<file path="src/rtl/seq_det_pkg.sv">
// Shared types and defaults for the time-shared "111" detector scheduler.
`timescale 1ns/1ps
package seq_det_pkg;

  localparam int NREQ_DEF  = 4;
  localparam int WIDTH_DEF = 8;

  typedef enum logic [1:0] {
    IDLE  = 2'd0,
    SHIFT = 2'd1,
    DRAIN = 2'd2,
    DONE  = 2'd3
  } sched_state_e;

  typedef enum logic [1:0] {
    S0 = 2'd0,
    S1 = 2'd1,
    S2 = 2'd2
  } core_state_e;

endpackage

</file>
<file path="src/rtl/seq_det_sched_if.sv">
// Requester-side bus of seq_det_sched: requests/words in, grant and result out.
`timescale 1ns/1ps
interface seq_det_sched_if import seq_det_pkg::*; #(
  parameter int NREQ  = NREQ_DEF,
  parameter int WIDTH = WIDTH_DEF,
  parameter int CNTW  = $clog2(WIDTH + 1),
  parameter int IDW   = $clog2(NREQ)
);
  logic [NREQ-1:0]       req;
  logic [NREQ*WIDTH-1:0] data;
  logic [NREQ-1:0]       gnt;
  logic                  busy;
  logic                  done;
  logic [IDW-1:0]        done_id;
  logic [CNTW-1:0]       hit_cnt;

  modport master (output req, data, input gnt, busy, done, done_id, hit_cnt);
  modport slave  (input req, data, output gnt, busy, done, done_id, hit_cnt);
endinterface

</file>
<file path="src/rtl/seq_det_core.sv">
// Serial "111" detector with registered hit; SEQDET_OVERLAP_EN selects overlapping detection.
`timescale 1ns/1ps
module seq_det_core import seq_det_pkg::*; (
  input  logic clk,
  input  logic rst,
  input  logic clr,
  input  logic bit_vld,
  input  logic bit_in,
  output logic hit
);
  core_state_e state_r, state_s;
  logic        hit_r, hit_s;

  // Next state and hit; clr wins over a valid bit
  always_comb begin
    state_s = state_r;
    hit_s   = 1'b0;
    if (clr) begin
      state_s = S0;
    end else if (bit_vld) begin
      if (!bit_in) begin
        state_s = S0;
      end else begin
        case (state_r)
          S0: state_s = S1;
          S1: state_s = S2;
          S2: begin
            hit_s = 1'b1;
`ifdef SEQDET_OVERLAP_EN
            state_s = S2;
`else
            state_s = S0;
`endif
          end
          default: state_s = S0;
        endcase
      end
    end else begin
      state_s = state_r;
    end
  end

  // State and hit registers
  always_ff @(posedge clk or negedge rst) begin
    if (!rst) begin
      state_r <= S0;
      hit_r   <= 1'b0;
    end else begin
      state_r <= state_s;
      hit_r   <= hit_s;
    end
  end

  assign hit = hit_r;
endmodule

</file>
<file path="src/rtl/seq_det_sched.sv">
// Round-robin scheduler sharing one seq_det_core among NREQ requesters.
// Build option: SEQDET_OVERLAP_EN (overlapping detection inside the core).
`timescale 1ns/1ps
module seq_det_sched import seq_det_pkg::*; #(
  parameter int NREQ  = NREQ_DEF,
  parameter int WIDTH = WIDTH_DEF
) (
  input  logic           clk,
  input  logic           rst,
  seq_det_sched_if.slave bus
);
  localparam int CNTW = $clog2(WIDTH + 1);
  localparam int IDW  = $clog2(NREQ);
  localparam logic [CNTW-1:0] CNT_ONE  = CNTW'(1);
  localparam logic [CNTW-1:0] BIT_LAST = CNTW'(WIDTH - 1);
  localparam logic [NREQ-1:0] OH_ONE   = NREQ'(1);

  sched_state_e     state_r, state_s;
  logic [IDW-1:0]   last_r, id_r, done_id_r, pick_s, cand_s;
  logic             found_s, grant_s, gnt_en_s, bit_vld_s, finish_s;
  logic             core_hit_s, done_r;
  logic [WIDTH-1:0] shreg_r, word_s;
  logic [WIDTH-1:0] words_s [NREQ];
  logic [CNTW-1:0]  bit_idx_r, hits_r, hit_cnt_r;

  for (genvar g = 0; g < NREQ; g++) begin : g_word
    assign words_s[g] = bus.data[g*WIDTH +: WIDTH];
  end

  // Round-robin pick: first set req searching upward from last+1 with wrap
  always_comb begin
    found_s = 1'b0;
    pick_s  = '0;
    cand_s  = '0;
    for (int k = 1; k <= NREQ; k++) begin
      cand_s = IDW'((int'(last_r) + k) % NREQ);
      if (!found_s && bus.req[cand_s]) begin
        found_s = 1'b1;
        pick_s  = cand_s;
      end else begin
        found_s = found_s;
      end
    end
    word_s = words_s[pick_s];
  end

  // Scheduler next-state and control strobes
  always_comb begin
    state_s   = state_r;
    grant_s   = 1'b0;
    bit_vld_s = 1'b0;
    finish_s  = 1'b0;
    case (state_r)
      IDLE: begin
        if (found_s) begin
          grant_s = 1'b1;
          state_s = SHIFT;
        end else begin
          state_s = IDLE;
        end
      end
      SHIFT: begin
        bit_vld_s = 1'b1;
        if (bit_idx_r == BIT_LAST) begin
          state_s = DRAIN;
        end else begin
          state_s = SHIFT;
        end
      end
      DRAIN: begin
        finish_s = 1'b1;
        state_s  = DONE;
      end
      DONE:    state_s = IDLE;
      default: state_s = IDLE;
    endcase
  end

  // Scheduler state register
  always_ff @(posedge clk or negedge rst) begin
    if (!rst) begin
      state_r <= IDLE;
    end else begin
      state_r <= state_s;
    end
  end

  // gnt is decoded in the grant cycle itself so the word is captured on that edge
  assign gnt_en_s = grant_s & rst;

  // Word shifter, hit counter, arbiter pointer and result registers
  always_ff @(posedge clk or negedge rst) begin
    if (!rst) begin
      shreg_r   <= '0;
      bit_idx_r <= '0;
      hits_r    <= '0;
      id_r      <= '0;
      last_r    <= IDW'(NREQ - 1);
      done_r    <= 1'b0;
      done_id_r <= '0;
      hit_cnt_r <= '0;
    end else begin
      if (gnt_en_s) begin
        shreg_r   <= word_s;
        bit_idx_r <= '0;
        id_r      <= pick_s;
        last_r    <= pick_s;
      end else if (bit_vld_s) begin
        shreg_r   <= {shreg_r[WIDTH-2:0], 1'b0};
        bit_idx_r <= bit_idx_r + CNT_ONE;
      end
      if (gnt_en_s) begin
        hits_r <= '0;
      end else if ((bit_vld_s || finish_s) && core_hit_s) begin
        hits_r <= hits_r + CNT_ONE;
      end
      done_r <= finish_s;
      // The last bit's hit arrives in DRAIN, so fold it in directly
      if (finish_s) begin
        hit_cnt_r <= hits_r + (core_hit_s ? CNT_ONE : '0);
        done_id_r <= id_r;
      end
    end
  end

  seq_det_core u_core (
    .clk     (clk),
    .rst     (rst),
    .clr     (gnt_en_s),
    .bit_vld (bit_vld_s),
    .bit_in  (shreg_r[WIDTH-1]),
    .hit     (core_hit_s)
  );

  assign bus.gnt     = gnt_en_s ? (OH_ONE << pick_s) : '0;
  assign bus.busy    = rst & ((state_r != IDLE) | grant_s);
  assign bus.done    = done_r;
  assign bus.done_id = done_id_r;
  assign bus.hit_cnt = hit_cnt_r;
endmodule

</file>
<file path="src/flat_wrapper.sv">
// flat-port wrapper written by rule: the top's interface ports become plain ports
module seq_det_sched_flat import seq_det_pkg::*;
#(
  parameter int NREQ  = NREQ_DEF,
  parameter int WIDTH = WIDTH_DEF
)
  (clk, rst, bus_req, bus_data, bus_gnt, bus_busy, bus_done, bus_done_id, bus_hit_cnt);
  seq_det_sched_if #(.NREQ(NREQ), .WIDTH(WIDTH)) bus_i ();
  input  logic clk;
  input  logic rst;
  input wire logic [$bits(bus_i.req)-1:0] bus_req;
  input wire logic [$bits(bus_i.data)-1:0] bus_data;
  output wire logic [$bits(bus_i.gnt)-1:0] bus_gnt;
  output wire logic [$bits(bus_i.busy)-1:0] bus_busy;
  output wire logic [$bits(bus_i.done)-1:0] bus_done;
  output wire logic [$bits(bus_i.done_id)-1:0] bus_done_id;
  output wire logic [$bits(bus_i.hit_cnt)-1:0] bus_hit_cnt;
  assign bus_i.req = bus_req;
  assign bus_i.data = bus_data;
  assign bus_gnt = bus_i.gnt;
  assign bus_busy = bus_i.busy;
  assign bus_done = bus_i.done;
  assign bus_done_id = bus_i.done_id;
  assign bus_hit_cnt = bus_i.hit_cnt;
  seq_det_sched #(.NREQ(NREQ), .WIDTH(WIDTH)) u_core (.clk(clk), .rst(rst), .bus(bus_i));
endmodule
</file>
<file path="config.mk">
export PLATFORM = sky130hd
export DESIGN_NAME = seq_det_sched_flat
export DESIGN_NICKNAME = d
export VERILOG_FILES = /design/src/rtl/seq_det_pkg.sv /design/src/rtl/seq_det_sched_if.sv /design/src/rtl/seq_det_core.sv /design/src/rtl/seq_det_sched.sv /design/src/flat_wrapper.sv
export SDC_FILE = /design/constraint.sdc
export NUM_CORES = 1
export LEC_CHECK = 0
export BUFFER_PORTS_ARGS = -buffer_cell sky130_fd_sc_hd__buf_2
export CORE_MARGIN = 5
export CORE_UTILIZATION = 40
export DETAILED_ROUTE_END_ITERATION = 7
export GPL_ROUTABILITY_DRIVEN = 1
export HOLD_SLACK_MARGIN = 0.06
export SLEW_MARGIN = 20
export SYNTH_ARGS = -nofsm -noshare
export SYNTH_HDL_FRONTEND = slang
export SYNTH_SLANG_ARGS = --single-unit
</file>
<file path="constraint.sdc">
create_clock -name clk -period 2.95 [get_ports clk]
set_clock_uncertainty 0.1 [all_clocks]
set_input_delay 0.59 -clock clk [delete_from_list [all_inputs] [get_ports clk]]
set_output_delay 0.59 -clock clk [all_outputs]
set_load 0.01 [all_outputs]
</file>
# ---- Word level (Yosys, flattened, before mapping)
# Index checks and enable logic that the tools add are counted.
dict set report totals {
  inputBits 38
  output_inout_bits 12
  regBits 32
  elab_cells 89
}
dict set report classes {
  reduce_logical 13
  eq_ne 6
  n_bitwise 4
  addsub 7
  magnitude_cmp 5
  muxes 42
  shift 1
}
# op n
set ops {}
lappend ops {{$mux W8} 4}
lappend ops {{$mux W4} 5}
lappend ops {{$mux W1} 18}
lappend ops {{$bmux W8 S2} 1}
lappend ops {{$mux W2} 8}
lappend ops {{$lt A2 B3 Y1 const B} 4}
lappend ops {{$add A4 B1 Y4 const B} 2}
lappend ops {{$bmux W1 S2} 4}
lappend ops {{$pmux W2 S4} 1}
lappend ops {{$eq A2 B2 Y1 const B} 3}
lappend ops {{$reduce_bool A2 Y1} 3}
lappend ops {{$add A2 B1 Y2 const B} 2}
lappend ops {{$add A2 B2 Y2 const B} 2}
lappend ops {{$add A4 B4 Y4} 1}
lappend ops {{$eq A2 B1 Y1 const B} 2}
lappend ops {{$eq A4 B3 Y1 const B} 1}
lappend ops {{$logic_and A1 B1 Y1} 4}
lappend ops {{$logic_not A2 Y1} 2}
lappend ops {{$pmux W2 S2} 1}
lappend ops {{$shl A1 B2 Y4 const A} 1}
lappend ops {{$ge A3 B3 Y1 const B} 1}
lappend ops {{$logic_not A1 Y1} 3}
lappend ops {{$not A2 Y3} 1}
lappend ops {{$and A1 B1 Y1} 2}
lappend ops {{2 further kinds} 2}

# ---- Longest topological paths before layout
# Gate-level depths: netlist of run 1.
dict set report logic_depth {
  word_depth 18
  ltp_mapped 7
  mapped_depth_nobuf 6
}

# ---- By module
# From an unflattened synthesis of run 1, not the netlist that was laid out.
dict set report unflattened {
  hier_cells 187
  hier_area_um2 1855.5
}
# mod instances seq_area_each_um2 area_each_um2 cells_per_inst
set modules_own_cells {}
lappend modules_own_cells {seq_det_sched 1 728.2 1725.4 176}
lappend modules_own_cells {seq_det_core 1 75.1 130.1 11}

# ---- Least setup slack after synthesis of run 1
# OpenSTA, ideal clock, no wires.
dict set report synth_timing {
  path_kind {input port to output port}
  from {input port bus_req[2]}
  to {output port bus_gnt[1]}
  stages 4
  slack_ns 0.717
  arrival_ns 1.543
  path_cell_list {or4_4 > and3_4 > nand2_1 > nor2_1}
}
dict set report synth_via {
  elab_chain_len 16
  word_cells_on_any_way 27
}
# item line
set synth_lines {}
lappend synth_lines {{start, declared} flat_wrapper.sv:11} ;# input wire logic [$bits(bus_i.req)-1:0] bus_req;
lappend synth_lines {{$bmux W1 S2} seq_det_sched.sv:37} ;# if (!found_s && bus.req[cand_s]) begin
lappend synth_lines {{$mux W1 (implied by the code)} seq_det_sched.sv:37}
lappend synth_lines {{$mux W1} seq_det_sched.sv:37}
lappend synth_lines {{$logic_not A1 Y1} seq_det_sched.sv:37}
lappend synth_lines {{$logic_and A1 B1 Y1} seq_det_sched.sv:37}
lappend synth_lines {{$mux W1} seq_det_sched.sv:37}
lappend synth_lines {{$logic_not A1 Y1} seq_det_sched.sv:37}
lappend synth_lines {{$logic_and A1 B1 Y1} seq_det_sched.sv:37}
lappend synth_lines {{$mux W1} seq_det_sched.sv:37}
lappend synth_lines {{$logic_not A1 Y1} seq_det_sched.sv:37}
lappend synth_lines {{$logic_and A1 B1 Y1} seq_det_sched.sv:37}
lappend synth_lines {{$mux W1} seq_det_sched.sv:37}
lappend synth_lines {{$mux W1} seq_det_sched.sv:55} ;# if (found_s) begin
lappend synth_lines {{$mux W1} seq_det_sched.sv:53} ;# case (state_r)
lappend synth_lines {{$and A1 B1 Y1} seq_det_sched.sv:89} ;# assign gnt_en_s = grant_s & rst;
lappend synth_lines {{$mux W4 (*)} seq_det_sched.sv:135} ;# assign bus.gnt = gnt_en_s ? (OH_ONE << pick_s) : '0;
lappend synth_lines {{end, declared} flat_wrapper.sv:13} ;# output wire logic [$bits(bus_i.gnt)-1:0] bus_gnt;
# Every way passes the cells marked *; elsewhere a longest branch is shown, timed or not. The select of a mux whose other input is x is not followed.

# ---- Worst setup path after layout of run 1
dict set report layout_timing {
  from {register u_core.last_r[0]}
  to {output port bus_gnt[2]}
}
dict set report layout_via {
  elab_chain_len 17
  word_cells_on_any_way 31
}
# item line
set layout_lines {}
lappend layout_lines {{start, declared} seq_det_sched.sv:19} ;# logic [IDW-1:0] last_r, id_r, done_id_r, pick_s, cand_s;
lappend layout_lines {{start signal, assigned} seq_det_sched.sv:98} ;# last_r <= IDW'(NREQ - 1);
lappend layout_lines {{start signal, assigned} seq_det_sched.sv:107} ;# last_r <= pick_s;
lappend layout_lines {{$add A2 B1 Y2} seq_det_sched.sv:36} ;# cand_s = IDW'((int'(last_r) + k) % NREQ);
lappend layout_lines {{$bmux W1 S2} seq_det_sched.sv:37}
lappend layout_lines {{$mux W1 (implied by the code)} seq_det_sched.sv:37}
lappend layout_lines {{$mux W1} seq_det_sched.sv:37}
lappend layout_lines {{$logic_not A1 Y1} seq_det_sched.sv:37}
lappend layout_lines {{$logic_and A1 B1 Y1} seq_det_sched.sv:37}
lappend layout_lines {{$mux W1} seq_det_sched.sv:37}
lappend layout_lines {{$logic_not A1 Y1} seq_det_sched.sv:37}
lappend layout_lines {{$logic_and A1 B1 Y1} seq_det_sched.sv:37}
lappend layout_lines {{$mux W1} seq_det_sched.sv:37}
lappend layout_lines {{$logic_not A1 Y1} seq_det_sched.sv:37}
lappend layout_lines {{$logic_and A1 B1 Y1} seq_det_sched.sv:37}
lappend layout_lines {{$mux W1} seq_det_sched.sv:37}
lappend layout_lines {{$mux W1} seq_det_sched.sv:55}
lappend layout_lines {{$mux W1} seq_det_sched.sv:53}
lappend layout_lines {{$and A1 B1 Y1} seq_det_sched.sv:89}
lappend layout_lines {{$mux W4 (*)} seq_det_sched.sv:135}
# Marked as above.

==> results.toml, run 1 <==
[status]
outcome = "finished clean"

[floorplanning]
die-height_um = 78.8
fp.dieW_um = 78.8
start_util_pct = 40.7
io_pins = 50
fp.coreArea_um2 = 4660
fp.dieArea_um2 = 6220
row_count = 25

[setup_path]
timing.critical_path.from = "u_core.last_r[0]"
crit_required_ns = 2.26
criticalPathCategory = "flop to output port"
cp_data_arrival_time_ns = 1.98
crit_path_max_incr_delay_ns = 0.55
critPathCaptureType = "output port"
cp_max_fo = 17
reg2reg_from = "u_core.last_r[0]"
crit_slowest_cell = "dfstp_2"
start_kind = "flop"
cp_cell_sequence = "nand2b_1 -> a21o_1 -> and3_1 -> nand2_1 -> nor2_1 -> buf_2"

[yosys]
synthMuxAreaShare_pct = 9.77
synth-simple-area-share_pct = 18.2
yosysMostFrequentCell = "dfrtp_1"
synth.distinct_cells = 43
synth_top_area_share_pct = 39.6
synth_nets = 233
synthFlopType = "dfrtp_1"
synth_top_family_by_area = "simple AND/OR/NAND/NOR gates"
synthCells = 188
synth_area_um2 = 1900
yosys-top-cells-area = "dfrtp_1 (40%), mux2i_1 (7.4%), ha_1 (4.6%), and4_1 (3.7%), nor2_1 (3.4%)"
ys_seq_area_share_pct = 42.4
synth.avg_cell_area_um2 = 10.1
yosys.area.top_type = "dfrtp_1"
yosys_warnings = 0
synth_seq_cells = 32
synth-edff-count = 0
async_reset_ff_share_pct = 100
synth_xor_area_share_pct = 3.23
synth_fa_ha_area_share_pct = 4.62
netlist_top_cells_count = "dfrtp_1 (30), nor2_1 (17), mux2i_1 (14)"
synth_compound_area_share_pct = 16.9

[detailed_routing]
ant_nets = 0
dr.first_iter.drc_count = 67
detail_route.wl_per_cell_um = 13.6
drt-total-wl_um = 3980
drt-vias-per-instance = 5.13
drt_pass1_iterations = 4
drc = 0
vias = 1503

[global_routing]
grt-ovfl-total = 0
grt_pass1_wl_um = 6840
grt_usage_pct = 13.9
grt_max_degree = 34
grt_pass1_vias = 1504
antenna_found_initial = 0

[timing]
hold_slack_ns = 0.303
tightest_slew_ns = 0.712
finalCriticalPeriod_ns = 2.67
setup_violations = 0
setup_ws_ns = 0.276
fmax_ghz = 0.374
rsz0062_at_grt = "no"
finalSetupTns_ns = 0
hold_viol = 0
max_slew_margin_pct = 52.5
drv_slew = 0
min_period_over_period_pct = 90.7

[finish]
area_delta_synth_final_pct = 20.7
drive_gt1_share_pct = 32.6
nFillCells = 439
n_antenna_cell = 0
fin_area_um2 = 2290
nets = 283
final_core_util_pct = 49.1
stdcell_count = 293

[cts]
cts.hold.buffers_added = 0
cts.sinks = 32
ctsResizeCount = 0
clockBufferDepth = 2
cts_setup_buffers = 0
cts_tree = "built"
cts-root-buf = "clkbuf_8"
cts_buffers = 5
clk_latency_ns = 0.28
h-tree-depth = 2
clk_pin_slew_ns = 0.06

[pwr]
leakagePower_nw = 1.17
power.total_mw = 1.80
vdd_drop_max_v = 0.000360
powerDensity_nw_per_um2 = 786

[placement]
routabilityCongestion = 0.747
port_buffers = 49
placed_area_um2 = 2190
hpwl_um = 3050
dp.cells = 285
dpl_worst_slack_ns = 0.395

[job]
drv_cap = 0

[hold_path]
hold_class = "input port to async pin"
[power by group]
| part | leakage (nW) | internal, mW | switching (mW) |
|---|---|---|---|
| Combinational | 0.704 | 0.338 | 0.396 |
| Sequential | 0.413 | 0.597 | 0.0983 |
| Clock | 0.0515 | 0.213 | 0.155 |
| Total | 1.17 | 1.15 | 0.650 |
[cell type report]
type	instances	area (µm²)	area share [%]
Tap cell	54	67.6	2.95
Multi-Input combinational cell	135	1000	43.7
Timing Repair Buffer	53	275	12.0
Clock buffer	8	100	4.38
Inverter	11	41.3	1.81
Sequential cell	32	803	35.1
[final timing paths]
| check | cells past startpoint | to | slack, ns |
|---|---|---|---|
| max in group asynchronous | 2 | u_core.last_r[0] | 2.12 |
| min in group clk | 1 | u_core.id_r[1] | 0.38 |
| hold / removal | 2 | u_core.bus.hit_cnt[3] | 0.30 |
| setup reg to reg | 5 | u_core.shreg_r[7] | 0.68 |
| hold reg to reg | 1 | u_core.id_r[1] | 0.38 |
| setup / recovery | 6 | bus_gnt[2] | 0.28 |
[cells in the final DEF (no fill, tap or decap), drive strengths merged, types with 5 or more instances in the layout]
cell | Yosys | layout
ha | 7 | 7
nand2 | 9 | 9
and4 | 8 | 8
clkbuf | 6 | 8
nor2 | 17 | 17
inv | 11 | 11
a31oi | 8 | 8
o221ai | 5 | 5
dfrtp | 30 | 30
a211oi | 5 | 5
mux2i | 14 | 14
nand3 | 7 | 7
buf | 4 | 53
xor2 | 5 | 5
a21oi | 5 | 5
o21ai | 8 | 8
[critical path, delay by kind of cell (launching register included)]
family / cells / cell delay, ns
AND/OR/NAND/NOR: 4 / 0.63
flip-flops: 1 / 0.55
AO/OA/AOI/OAI: 1 / 0.38
buffers and inverters: 1 / 0.14
[per-layer routing]
metal	wire length (µm)	global-route usage, %	share of wire [%]	vias up
li1	-	-	-	785
met1	1890	17.8	48	668
met2	1760	22.1	44	45
met3	246	4.20	6.2	5
met4	78	5.67	2.0	0
met5	0	0	0	-
[registers in the layout, summed over array words and instances (netlist names), named ones only]
register	count
u_core.bus.done	1
u_core.bus.hit_cnt	4
u_core.u_core.hit	1
u_core.state_r	1
u_core.u_core.state_r	2
u_core.bit_idx_r	4
u_core.hits_r	4
u_core.last_r	2
u_core.shreg_r	8
u_core.bus.done_id	2
u_core.id_r	2
[kinds of logic after synthesis]
| kind of cell | after synthesis |
|---|---|
| mux | 18 |
| xor+xnor | 7 |
| flops | 32 |
| compound gates | 43 |
| fa+ha+maj | 7 |
| simple gates | 60 |
| buf+inv | 21 |
No activity file was read; power rests on OpenSTA's default activity.
==> run 2, diff against run 1 <==
==> constraint.sdc (replaced) <==
create_clock -name clk -period 3 [get_ports clk]
set_clock_uncertainty 0.1 [all_clocks]
set_input_delay 0.6 -clock clk [delete_from_list [all_inputs] [get_ports clk]]
set_output_delay 0.6 -clock clk [all_outputs]
set_load 0.01 [all_outputs]
==> results.toml, run 2 (synthesized netlist as in run 1, its figures left out) <==
[status]
outcome = "finished clean"

[timing]
hold_viol = 0
setup_ws_ns = 0.349
fmax_ghz = 0.377
drv_slew = 0
finalSetupTns_ns = 0
finalCriticalPeriod_ns = 2.65
max_slew_margin_pct = 54.0
min_period_over_period_pct = 88.4
rsz0062_at_grt = "no"
setup_violations = 0
tightest_slew_ns = 0.690
hold_slack_ns = 0.311

[pwr]
powerDensity_nw_per_um2 = 771
clkPwrFrac_pct = 20.4
power.total_mw = 1.76
leakagePower_nw = 1.17
vdd_drop_max_v = 0.000332
p_switching_mw = 0.635
power_frac_comb_pct = 40.8
switching_share_pct = 36.0
internal-power_mw = 1.13
sequentialPowerShare_pct = 38.7

[cts]
clk_pin_slew_ns = 0.06
clk_latency_ns = 0.28
cts_tree = "built"
clockBufferDepth = 2
cts-root-buf = "clkbuf_8"
h-tree-depth = 2
cts_buffers = 5
cts_setup_buffers = 0
ctsResizeCount = 0
cts.hold.buffers_added = 0
cts.sinks = 32

[detailed_routing]
drt-vias-per-instance = 5.31
dr.first_iter.drc_count = 44
vias = 1555
drt-total-wl_um = 3920
ant_nets = 0
drt_pass1_iterations = 4
drc = 0
detail_route.wl_per_cell_um = 13.4

[global_routing]
antenna_found_initial = 0
grt_pass1_vias = 1575
grt-ovfl-total = 0
grt_pass1_wl_um = 7000
grt_max_degree = 34
grt_usage_pct = 14.0

[finish]
regMostFlops = "u_core.shreg_r"
nets = 283
area_delta_synth_final_pct = 20.7
nFillCells = 444
drive_gt1_share_pct = 32.6
layout_commonest_cell = "buf_2"
n_antenna_cell = 0
largest_reg_flops = 8
stdcell_count = 293
final_cell_mix = "buf_2 (49), dfrtp_1 (30), nor2_1 (17), mux2i_1 (14), inv_1 (11)"

[setup_path]
critPathCaptureType = "output port"
start_kind = "flop"
cp_data_arrival_time_ns = 1.95
critPathBufInv = 1
cp_cell_sequence = "nand2b_1 -> a21o_1 -> and3_1 -> nand2_1 -> nor2_1 -> buf_2"
crit_path_max_incr_delay_ns = 0.56
crit_required_ns = 2.30
crit_slowest_cell = "dfstp_2"
cpLargestDelayFamily = "simple AND/OR/NAND/NOR gates"
criticalPathCategory = "flop to output port"
cp_max_fo = 17

[floorplanning]
fp.dieArea_um2 = 6220
row_count = 25
fp.dieW_um = 78.8
fp.coreArea_um2 = 4660
die-height_um = 78.8
io_pins = 50
start_util_pct = 40.7

[job]
drv_cap = 0

[placement]
dpl_worst_slack_ns = 0.428
routabilityCongestion = 0.739
hpwl_um = 3040
port_buffers = 49
dp.cells = 285

[hold_path]
hold_class = "input port to async pin"
run 2: cell counts in the layout (fill, tap and decap cells not counted):
Identical to the previous run, type by type.
run 2: final timing paths:
path / startpoint / slack [ns] / depth (start not counted) / endpoint
setup / recovery: u_core.last_r[0] / 0.35 / 6 / bus_gnt[2]
hold / removal: rst / 0.31 / 2 / u_core.id_r[0]
setup reg to reg: u_core.last_r[0] / 0.73 / 5 / u_core.shreg_r[7]
hold reg to reg: u_core.id_r[1] / 0.39 / 1 / u_core.id_r[1]
max in group asynchronous: rst / 2.17 / 2 / u_core.last_r[0]
min in group clk: u_core.id_r[1] / 0.39 / 1 / u_core.id_r[1]
run 2: power groups by stage:
stage | Combinational [mW] | Sequential (mW) | Clock (mW)
after floorplan | 0.559 | 0.682 | 0
after global placement | 0.718 | 0.689 | 0
after detailed placement | 0.729 | 0.690 | 0
after CTS | 0.733 | 0.685 | 0.373
after global routing | 0.814 | 0.704 | 0.396
final | 0.720 | 0.683 | 0.360
run 2: metrics by stage:
| stage | area [µm²] | utilization (%) |
|---|---|---|
| after global placement | 2190 | 46.9 |
| after floorplan | 1900 | - |
| after detailed placement | 2190 | 46.9 |
| after CTS | 2290 | 49.1 |
| final | 2290 | 49.1 |
| after global routing | 2290 | 49.1 |
run 2: layout make-up:
type	count	area, µm²	share of cell area [%]
multi-input combinational	135	1000	43.7
sequential	32	803	35.1
timing repair buffer	53	275	12.0
clock buffer	8	100	4.38
tap	54	67.6	2.95
inverter	11	41.3	1.81
run 2: metal layers:
metal | vias up | wire, µm | track usage, %
met2 | 55 | 1740 | 22.2
met3 | 5 | 240 | 4.20
met4 | 0 | 72 | 5.67
met1 | 716 | 1870 | 17.9
li1 | 779 | - | -
met5 | - | 0 | 0
